**src/rtl/mano_bram_arbiter_if.sv**
```systemverilog
// mano_bram_arbiter_if: CPU/host request ports and shared BRAM port bundle
interface mano_bram_arbiter_if #(
   parameter int MEM0_DATA_WIDTH = 32,
   parameter int MEM0_ADDR_WIDTH = 12
);
   logic                       cpu_valid, cpu_ready, cpu_we, cpu_rvalid;
   logic [MEM0_ADDR_WIDTH-1:0] cpu_addr;
   logic [MEM0_DATA_WIDTH-1:0] cpu_d, cpu_q;
   logic                       host_valid, host_ready, host_we, host_rvalid;
   logic [MEM0_ADDR_WIDTH-1:0] host_addr;
   logic [MEM0_DATA_WIDTH-1:0] host_d, host_q;
   logic [MEM0_ADDR_WIDTH-1:0] mem_addr;
   logic                       mem_ce, mem_we;
   logic [MEM0_DATA_WIDTH-1:0] mem_d, mem_q;
   logic [15:0]                conflict_cnt;

   modport slave (
      input  cpu_valid, cpu_we, cpu_addr, cpu_d,
      input  host_valid, host_we, host_addr, host_d,
      input  mem_q,
      output cpu_ready, cpu_rvalid, cpu_q,
      output host_ready, host_rvalid, host_q,
      output mem_addr, mem_ce, mem_we, mem_d, conflict_cnt
   );

   modport master (
      output cpu_valid, cpu_we, cpu_addr, cpu_d,
      output host_valid, host_we, host_addr, host_d,
      output mem_q,
      input  cpu_ready, cpu_rvalid, cpu_q,
      input  host_ready, host_rvalid, host_q,
      input  mem_addr, mem_ce, mem_we, mem_d, conflict_cnt
   );
endinterface

```
**src/rtl/mano_bram_arbiter.sv**
```systemverilog
// mano_bram_arbiter: two-requester BRAM port arbiter; MANO_ARB_ROUND_ROBIN_EN selects round-robin over fixed CPU priority
module mano_bram_arbiter #(
   parameter int MEM0_DATA_WIDTH = 32,
   parameter int MEM0_ADDR_WIDTH = 12
) (
   input logic                 s00_axi_aclk,
   input logic                 s00_axi_aresetn,
   mano_bram_arbiter_if.slave  bus
);
`ifdef MANO_ARB_ROUND_ROBIN_EN
   localparam bit RR = 1'b1;
`else
   localparam bit RR = 1'b0;
`endif

   logic                       gnt_cpu, gnt_host, last_grant, rd_cpu, rd_host;
   logic [15:0]                cnt;
   logic [MEM0_ADDR_WIDTH-1:0] addr_sel;
   logic [MEM0_DATA_WIDTH-1:0] d_sel;

   // A lone requester wins at once; contention goes to the CPU unless round-robin hands it to the host after a CPU win
   always_comb begin
      gnt_host = s00_axi_aresetn && bus.host_valid && (!bus.cpu_valid || (RR && !last_grant));
      gnt_cpu  = s00_axi_aresetn && bus.cpu_valid && !gnt_host;
      addr_sel = gnt_host ? bus.host_addr : bus.cpu_addr;
      d_sel    = gnt_host ? bus.host_d : bus.cpu_d;
   end

   // Remember the last winner, flag next-cycle read responses and count contention cycles (saturating)
   always_ff @(posedge s00_axi_aclk or negedge s00_axi_aresetn) begin
      if (!s00_axi_aresetn) begin
         last_grant <= 1'b1;
         rd_cpu     <= 1'b0;
         rd_host    <= 1'b0;
         cnt        <= '0;
      end else begin
         if (gnt_cpu || gnt_host) last_grant <= gnt_host;
         rd_cpu  <= gnt_cpu && !bus.cpu_we;
         rd_host <= gnt_host && !bus.host_we;
         if (bus.cpu_valid && bus.host_valid && cnt != 16'hFFFF) cnt <= cnt + 16'd1;
      end
   end

   assign bus.cpu_ready    = gnt_cpu;
   assign bus.host_ready   = gnt_host;
   assign bus.mem_ce       = gnt_cpu || gnt_host;
   assign bus.mem_we       = gnt_cpu ? bus.cpu_we : (gnt_host && bus.host_we);
   assign bus.mem_addr     = addr_sel;
   assign bus.mem_d        = d_sel;
   assign bus.cpu_rvalid   = rd_cpu;
   assign bus.host_rvalid  = rd_host;
   assign bus.cpu_q        = bus.mem_q;
   assign bus.host_q       = bus.mem_q;
   assign bus.conflict_cnt = cnt;
endmodule

```
**src/flat_wrapper.sv**
```systemverilog
// flat-port wrapper written by rule: the top's interface ports become plain ports
module mano_bram_arbiter_flat 
#(
   parameter int MEM0_DATA_WIDTH = 32,
   parameter int MEM0_ADDR_WIDTH = 12
)
  (s00_axi_aclk, s00_axi_aresetn, bus_cpu_valid, bus_cpu_we, bus_cpu_addr, bus_cpu_d, bus_host_valid, bus_host_we, bus_host_addr, bus_host_d, bus_mem_q, bus_cpu_ready, bus_cpu_rvalid, bus_cpu_q, bus_host_ready, bus_host_rvalid, bus_host_q, bus_mem_addr, bus_mem_ce, bus_mem_we, bus_mem_d, bus_conflict_cnt);
  mano_bram_arbiter_if #(.MEM0_DATA_WIDTH(MEM0_DATA_WIDTH), .MEM0_ADDR_WIDTH(MEM0_ADDR_WIDTH)) bus_i ();
  input logic s00_axi_aclk;
  input logic s00_axi_aresetn;
  input wire logic [$bits(bus_i.cpu_valid)-1:0] bus_cpu_valid;
  input wire logic [$bits(bus_i.cpu_we)-1:0] bus_cpu_we;
  input wire logic [$bits(bus_i.cpu_addr)-1:0] bus_cpu_addr;
  input wire logic [$bits(bus_i.cpu_d)-1:0] bus_cpu_d;
  input wire logic [$bits(bus_i.host_valid)-1:0] bus_host_valid;
  input wire logic [$bits(bus_i.host_we)-1:0] bus_host_we;
  input wire logic [$bits(bus_i.host_addr)-1:0] bus_host_addr;
  input wire logic [$bits(bus_i.host_d)-1:0] bus_host_d;
  input wire logic [$bits(bus_i.mem_q)-1:0] bus_mem_q;
  output wire logic [$bits(bus_i.cpu_ready)-1:0] bus_cpu_ready;
  output wire logic [$bits(bus_i.cpu_rvalid)-1:0] bus_cpu_rvalid;
  output wire logic [$bits(bus_i.cpu_q)-1:0] bus_cpu_q;
  output wire logic [$bits(bus_i.host_ready)-1:0] bus_host_ready;
  output wire logic [$bits(bus_i.host_rvalid)-1:0] bus_host_rvalid;
  output wire logic [$bits(bus_i.host_q)-1:0] bus_host_q;
  output wire logic [$bits(bus_i.mem_addr)-1:0] bus_mem_addr;
  output wire logic [$bits(bus_i.mem_ce)-1:0] bus_mem_ce;
  output wire logic [$bits(bus_i.mem_we)-1:0] bus_mem_we;
  output wire logic [$bits(bus_i.mem_d)-1:0] bus_mem_d;
  output wire logic [$bits(bus_i.conflict_cnt)-1:0] bus_conflict_cnt;
  assign bus_i.cpu_valid = bus_cpu_valid;
  assign bus_i.cpu_we = bus_cpu_we;
  assign bus_i.cpu_addr = bus_cpu_addr;
  assign bus_i.cpu_d = bus_cpu_d;
  assign bus_i.host_valid = bus_host_valid;
  assign bus_i.host_we = bus_host_we;
  assign bus_i.host_addr = bus_host_addr;
  assign bus_i.host_d = bus_host_d;
  assign bus_i.mem_q = bus_mem_q;
  assign bus_cpu_ready = bus_i.cpu_ready;
  assign bus_cpu_rvalid = bus_i.cpu_rvalid;
  assign bus_cpu_q = bus_i.cpu_q;
  assign bus_host_ready = bus_i.host_ready;
  assign bus_host_rvalid = bus_i.host_rvalid;
  assign bus_host_q = bus_i.host_q;
  assign bus_mem_addr = bus_i.mem_addr;
  assign bus_mem_ce = bus_i.mem_ce;
  assign bus_mem_we = bus_i.mem_we;
  assign bus_mem_d = bus_i.mem_d;
  assign bus_conflict_cnt = bus_i.conflict_cnt;
  mano_bram_arbiter #(.MEM0_DATA_WIDTH(MEM0_DATA_WIDTH), .MEM0_ADDR_WIDTH(MEM0_ADDR_WIDTH)) u_core (.s00_axi_aclk(s00_axi_aclk), .s00_axi_aresetn(s00_axi_aresetn), .bus(bus_i));
endmodule
```
**config.mk**
```make
export PLATFORM = sky130hd
export DESIGN_NAME = mano_bram_arbiter_flat
export DESIGN_NICKNAME = d
export VERILOG_FILES = /design/src/rtl/mano_bram_arbiter_if.sv /design/src/rtl/mano_bram_arbiter.sv /design/src/flat_wrapper.sv
export SDC_FILE = /design/constraint.sdc
export NUM_CORES = 1
export LEC_CHECK = 0
export CAP_MARGIN = 20
export CORE_AREA = 3 3 99 101
export DETAILED_ROUTE_END_ITERATION = 6
export DIE_AREA = 0 0 102 104
export GPL_TIMING_DRIVEN = 0
export PLACE_DENSITY_LB_ADDON = 0.15
export SLEW_MARGIN = 20
export SYNTH_ARGS = -nofsm -noshare
export SYNTH_HDL_FRONTEND = slang
export SYNTH_SLANG_ARGS = --single-unit
```
**constraint.sdc**
```tcl
create_clock -name s00_axi_aclk -period 4.15 [get_ports s00_axi_aclk]
set_input_delay 0.83 -clock s00_axi_aclk [delete_from_list [all_inputs] [get_ports s00_axi_aclk]]
set_output_delay 0.83 -clock s00_axi_aclk [all_outputs]
set_load 0.03 [all_outputs]
```
==> results.cfg, run 1 <==
[run_status]
status = finished, final reports clean

[logic_synthesis]
synth_top_area_share_pct = 27.1
synth_area_um2 = 1910
synth.distinct_cells = 36
synth_area_per_cell_um2 = 6.67
syn_nets = 414
ys_seq_elements = 18
synth-seq-area-share_pct = 23.5
yosysWarnings = 0
synthTopCellsByArea = nand2_1, buf_4, dfrtp_1
synth_top_area_cell = nand2_1
syn_inst = 287

[sta]
worst_pin_slew_ns = 0.474
timing.setup.tns_ns = 0
max_freq_mhz = 254
maxSlewHeadroom_pct = 68.2
min_period_ns = 3.93
fin_hold_ws_ns = 0.507
setup_violations = 0
maxSlewViolCount = 0
finalHoldViolCount = 0
grt_setup_unrepaired = no
fin_skew_ns = 0.000533
fin_crit_sh_pct = 94.8
setup_ws_ns = 0.217

[global_routing]
top_usage_layer = met2
use_met3_pct = 11.6
grt_pass1_wl_um = 15400
gr-total-overflow = 0
grt_max_degree = 22
grt_pass1_vias = 2630
grtUsageTotal_pct = 19.0
grt_use_met2_pct = 32.0
antenna_found_initial = 0
grt.met1_usage_pct = 20.3

[die]
design.core.area_um2 = 9110
num_io_pins = 256
die_h_um = 104
die-area_um2 = 10600
fp-row-count = 35
initial_core_util_pct = 21.0
die_x_um = 102

[cells_and_area]
most-common-layout-cells = clkdlybuf4s50_1, nand2_1, buf_4, dfrtp_1, dlymetal6s2s_1
synthToLayoutAreaGrowth_pct = 129
drive_gt1_share_pct = 16.0
fin_nets = 642
fin_cells = 625
final_common_cell = clkdlybuf4s50_1
antenna_cells = 0
fin_util_pct = 48.1

[placement]
port_buffers = 223
globalplace.congestion = 0.794
dp_slack_ns = -0.460
dp.cells = 621
dpl.hpwl_um = 9340

[drt]
vias_per_cell = 4.11
ant_nets = 0
vias = 2571
drt_pass1_iterations = 4
avgRoutedWirePerCell_um = 17.0
drt_wl_total_um = 10600
drt_iter0_markers = 100
drc_errors = 0

[clock_tree]
cts_root_buf = clkbuf_8
cts.sinks = 18
clk_pin_slew_ns = 0.07
htree_levels = 1
cts_buffer_depth = 2
cts-buffers-inserted = 3
worst_skew_pair.late_latency_ns = 0.26
tritoncts = yes
post-cts-setup-buffer-count = 0

[worst_setup_path]
worstPathRequired_ns = 3.32
crit_path_start_kind = input pin
worst_ep_arrival_time_ns = 3.10
critical_path_class = input pin to output port
path_max_fanout = 10
r2r_slack_ns = 2.37
end_kind = output port

[power_and_ir_drop]
power.leakage_uw = 0.00218
peakVddDrop_uv = 247
p_per_area_nw_per_um2 = 241

[job]
maxCapViolCount = 0

[worst_hold_path]
hp-class = input pin to asynchronous set/reset pin
[critical path, stage by stage]
cell	delay, ns
clkdlybuf4s50_1	0.57
nand2_1	0.06
or2_1	0.21
buf_2	0.19
inv_2	0.16
buf_2	0.25
nand2_1	0.07
nand2_1	0.06
clkdlybuf4s50_1	0.69
[power breakdown]
group	switching, uW	total [uW]	internal [uW]
combinational	342	660	318
sequential	41.6	248	206
clock	61.8	146	84.4
[state kept, by name, indices dropped and copies added, names as in the netlist]
name                     count
u_core.bus.conflict_cnt     16
u_core.bus.cpu_rvalid        1
u_core.bus.host_rvalid       1
[routing by layer]
| metal | routed length [um] | vias up |
|---|---|---|
| met1 | 3860 | 1123 |
| li1 | - | 1296 |
| met2 | 5020 | 140 |
| met5 | 0 | - |
| met3 | 1580 | 12 |
| met4 | 159 | 0 |
[synth_stat cells (all sizes together)]
cell type and instances:
nand2 138, buf 69, dfrtp 18, nor2 7, xnor2 6, nand3 5, nand4 5, a21oi 4
clkbuf 4, mux2 3, nand3b 3, xor2 3, a211oi 2, inv 2, nor3 2, nor4 2
or2 2, a22o 1, a41oi 1, and2 1, and3 1, and4 1, ha 1, nand2b 1
nand4b 1, nor2b 1, o21a 1, o21bai 1, o31a 1
[per-stage QoR]
| stage | instance area [um^2] | total power (uW) |
|---|---|---|
| final | 4380 | 1050 |
| after detailed placement | 4290 | 918 |
| after global placement | 4290 | 915 |
| after global routing | 4380 | 1120 |
| after floorplan | 1910 | 592 |
| after CTS | 4340 | 1070 |
[layout make-up]
class / instances / area (um^2)
flip-flops and latches: 18 / 450
fillers: 942 / 4730
well taps: 111 / 139
repair buffers: 223 / 2270
plain buffers: 73 / 520
multi-input cells: 194 / 936
clock buffers: 4 / 55.1
inverters: 2 / 7.51
[cell families (layout without fill, tap and decap cells)]
kind of cell               Yosys count  in the layout  share of synthesized area [%]
adders and majority gates            1              1                          0.653
DFF                                 18             18                           23.5
buffers and inverters               75            302                           27.6
and+or+nand+nor                    170            170                           38.4
AOI/OAI and AO/OA                   11             11                           3.99
muxes                                3              3                           1.76
xor gates and xnor gates             9              9                           4.12
[timing repair]
action,in CTS,in global routing
endpoints found under the hold margin,0,0
endpoints found under the setup margin,46,39
gates resized for setup,3,19
hold buffers,0,0
gates cloned,0,0
[worst paths after layout]
| kind | startpoint | to | depth (start not counted) |
|---|---|---|---|
| worst min-delay path | s00_axi_aresetn | u_core.bus.conflict_cnt[11] | 1 |
| min in group s00_axi_aclk | u_core.bus.conflict_cnt[0] | u_core.bus.conflict_cnt[0] | 1 |
| worst max-delay path | bus_host_valid | bus_mem_d[5] | 9 |
| worst max register to register | u_core.bus.conflict_cnt[4] | u_core.bus.conflict_cnt[1] | 4 |
| max in group asynchronous | s00_axi_aresetn | u_core.bus.conflict_cnt[0] | 1 |
| worst min register to register | u_core.bus.conflict_cnt[0] | u_core.bus.conflict_cnt[0] | 1 |
(Power assumes the default switching activity.)
==> run 2: changes to the inputs <==
--- a/config.mk
+++ b/config.mk
@@ -5,10 +5,10 @@
 export SDC_FILE = /design/constraint.sdc
 export NUM_CORES = 1
 export LEC_CHECK = 0
-export CAP_MARGIN = 20
-export CORE_AREA = 3 3 99 101
+export CAP_MARGIN = 30
+export CORE_AREA = 2 2 98 100
 export DETAILED_ROUTE_END_ITERATION = 6
-export DIE_AREA = 0 0 102 104
+export DIE_AREA = 0 0 100 102
 export GPL_TIMING_DRIVEN = 0
 export PLACE_DENSITY_LB_ADDON = 0.15
 export SLEW_MARGIN = 20
==> run 2 against run 1 <==
Against the previous run:
- die area decreased by 3.8%
- sequential share of layout area increased by 0.10 points
- largest cell class unchanged
- global-route usage decreased by 0.80 points
- clock power about the same
- combinational power about the same
- non-clock buffer count unchanged
- routed wire length decreased by 2.9%
- sequential cell count unchanged
==> results.cfg, run 2 (synthesized netlist as in run 1, its figures left out) <==
[run_status]
status = finished, final reports clean

[worst_setup_path]
cp_slowest_stage_delay_ns = 0.74
critical_path_class = input pin to output port
worst_ep_arrival_time_ns = 3.13
slowest_stage = clkdlybuf4s50_1
cp_common_cell = nand2_1
crit_family = buffers and inverters
critical_path.cell_chain = clkdlybuf4s50_1 -> nand2_1 -> or2_1 -> buf_2 -> inv_2 -> buf_2 -> nand2_1 -> nand2_1 -> clkdlybuf4s50_1
crit_path_start_kind = input pin
cp.buffers_inverters = 5
path_max_fanout = 10
end_kind = output port
worstPathRequired_ns = 3.32

[drt]
vias_per_cell = 4.01
ant_nets = 0
drt_iter0_markers = 40
drc_errors = 0
drt_wl_total_um = 10300
vias = 2507
drt_pass1_iterations = 4
avgRoutedWirePerCell_um = 16.5

[sta]
setup_violations = 0
max_freq_mhz = 253
maxSlewViolCount = 0
timing.setup.tns_ns = 0
min_period_ns = 3.96
finalHoldViolCount = 0
fin_crit_sh_pct = 95.3
grt_setup_unrepaired = no
setup_ws_ns = 0.194
fin_hold_ws_ns = 0.505
fin_skew_ns = 0.000660
worst_pin_slew_ns = 0.453
maxSlewHeadroom_pct = 69.6

[global_routing]
gr-total-overflow = 0
antenna_found_initial = 0
grt_pass1_wl_um = 14200
grtUsageTotal_pct = 18.2
grt_pass1_vias = 2362
grt_max_degree = 22

[cells_and_area]
final_common_cell = clkdlybuf4s50_1
largest_reg_flops = 16
fin_nets = 642
antenna_cells = 0
most-common-layout-cells = clkdlybuf4s50_1, nand2_1, buf_4, dfrtp_1
drive_gt1_share_pct = 16.0
synthToLayoutAreaGrowth_pct = 126
fin_util_pct = 47.6

[power_and_ir_drop]
power.leakage_uw = 0.00202
peakVddDrop_uv = 274
p_per_area_nw_per_um2 = 244
power.share.switching_pct = 42.2
combPwrFrac_pct = 62.5
seqPwrFrac_pct = 23.4
pwr-share-clk_pct = 14.0
internal_power_uw = 611
power_switching_uw = 446

[clock_tree]
cts.sinks = 18
clk_pin_slew_ns = 0.07
worst_skew_pair.late_latency_ns = 0.26
postCtsHoldBufs = 0
cts-buffers-inserted = 3
cts_root_buf = clkbuf_8
cts_buffer_depth = 2
tritoncts = yes
htree_levels = 1

[placement]
globalplace.congestion = 0.759
dpl.hpwl_um = 8980
dp_slack_ns = -0.447
port_buffers = 223

[die]
num_io_pins = 256
die_h_um = 102
fp-row-count = 35
die-area_um2 = 10200
initial_core_util_pct = 21.0
design.core.area_um2 = 9110
die_x_um = 100

[worst_hold_path]
hp-class = input pin to asynchronous set/reset pin

[job]
maxCapViolCount = 0
[run 2: changes by cell type in the layout (fill, tap and decap cells not counted), sizes merged]
cell	delta
clkdlybuf4s50	+17
dlymetal6s2s	-17
[run 2: power by group through the flow]
stage / clock network, uW / registers, uW / logic, uW
after floorplan: 0 / 305 / 287
after global placement: 0 / 252 / 662
after detailed placement: 0 / 251 / 665
after CTS: 150 / 249 / 668
after global routing: 158 / 255 / 699
final: 148 / 248 / 662
[run 2: final timing paths]
kind / from / cells past startpoint / endpoint / slack (ns)
worst max register to register: u_core.bus.conflict_cnt[4] / 4 / u_core.bus.conflict_cnt[1] / 2.37
worst max-delay path: bus_host_valid / 9 / bus_mem_d[23] / 0.19
worst min register to register: u_core.bus.conflict_cnt[7] / 1 / u_core.bus.conflict_cnt[7] / 0.54
min in group s00_axi_aclk: u_core.bus.conflict_cnt[7] / 1 / u_core.bus.conflict_cnt[7] / 0.54
max in group asynchronous: s00_axi_aresetn / 1 / u_core.bus.conflict_cnt[11] / 3.34
worst min-delay path: s00_axi_aresetn / 1 / u_core.bus.conflict_cnt[15] / 0.51
[run 2: layer usage]
metal	up-vias	GRT usage, %	wire, um
met5	-	0	0
met3	6	11.4	1560
met2	122	30.2	4910
met4	0	2.85	78
li1	1294	-	-
met1	1085	20.2	3770
[run 2: per-stage QoR]
stage / area (um^2) / total power [uW] / instances
after floorplan: 1910 / 592 / 287
after global placement: 4290 / 913 / 621
after detailed placement: 4290 / 916 / 621
after CTS: 4340 / 1070 / 625
after global routing: 4340 / 1110 / 625
final: 4340 / 1060 / 625
[run 2: final cells by class]
class | instances | area [um^2]
repair buffers | 223 | 2230
multi-input cells | 194 | 936
well taps | 111 | 139
clock buffers | 4 | 55.1
plain buffers | 73 | 520
fillers | 917 | 4770
flip-flops and latches | 18 | 450
inverters | 2 | 7.51
[run 2: repair_timing]
action / 4_1_cts / 5_1_grt
setup buffers: 0 / 0
resized for setup: 3 / 2
endpoints found under the setup margin: 46 / 9
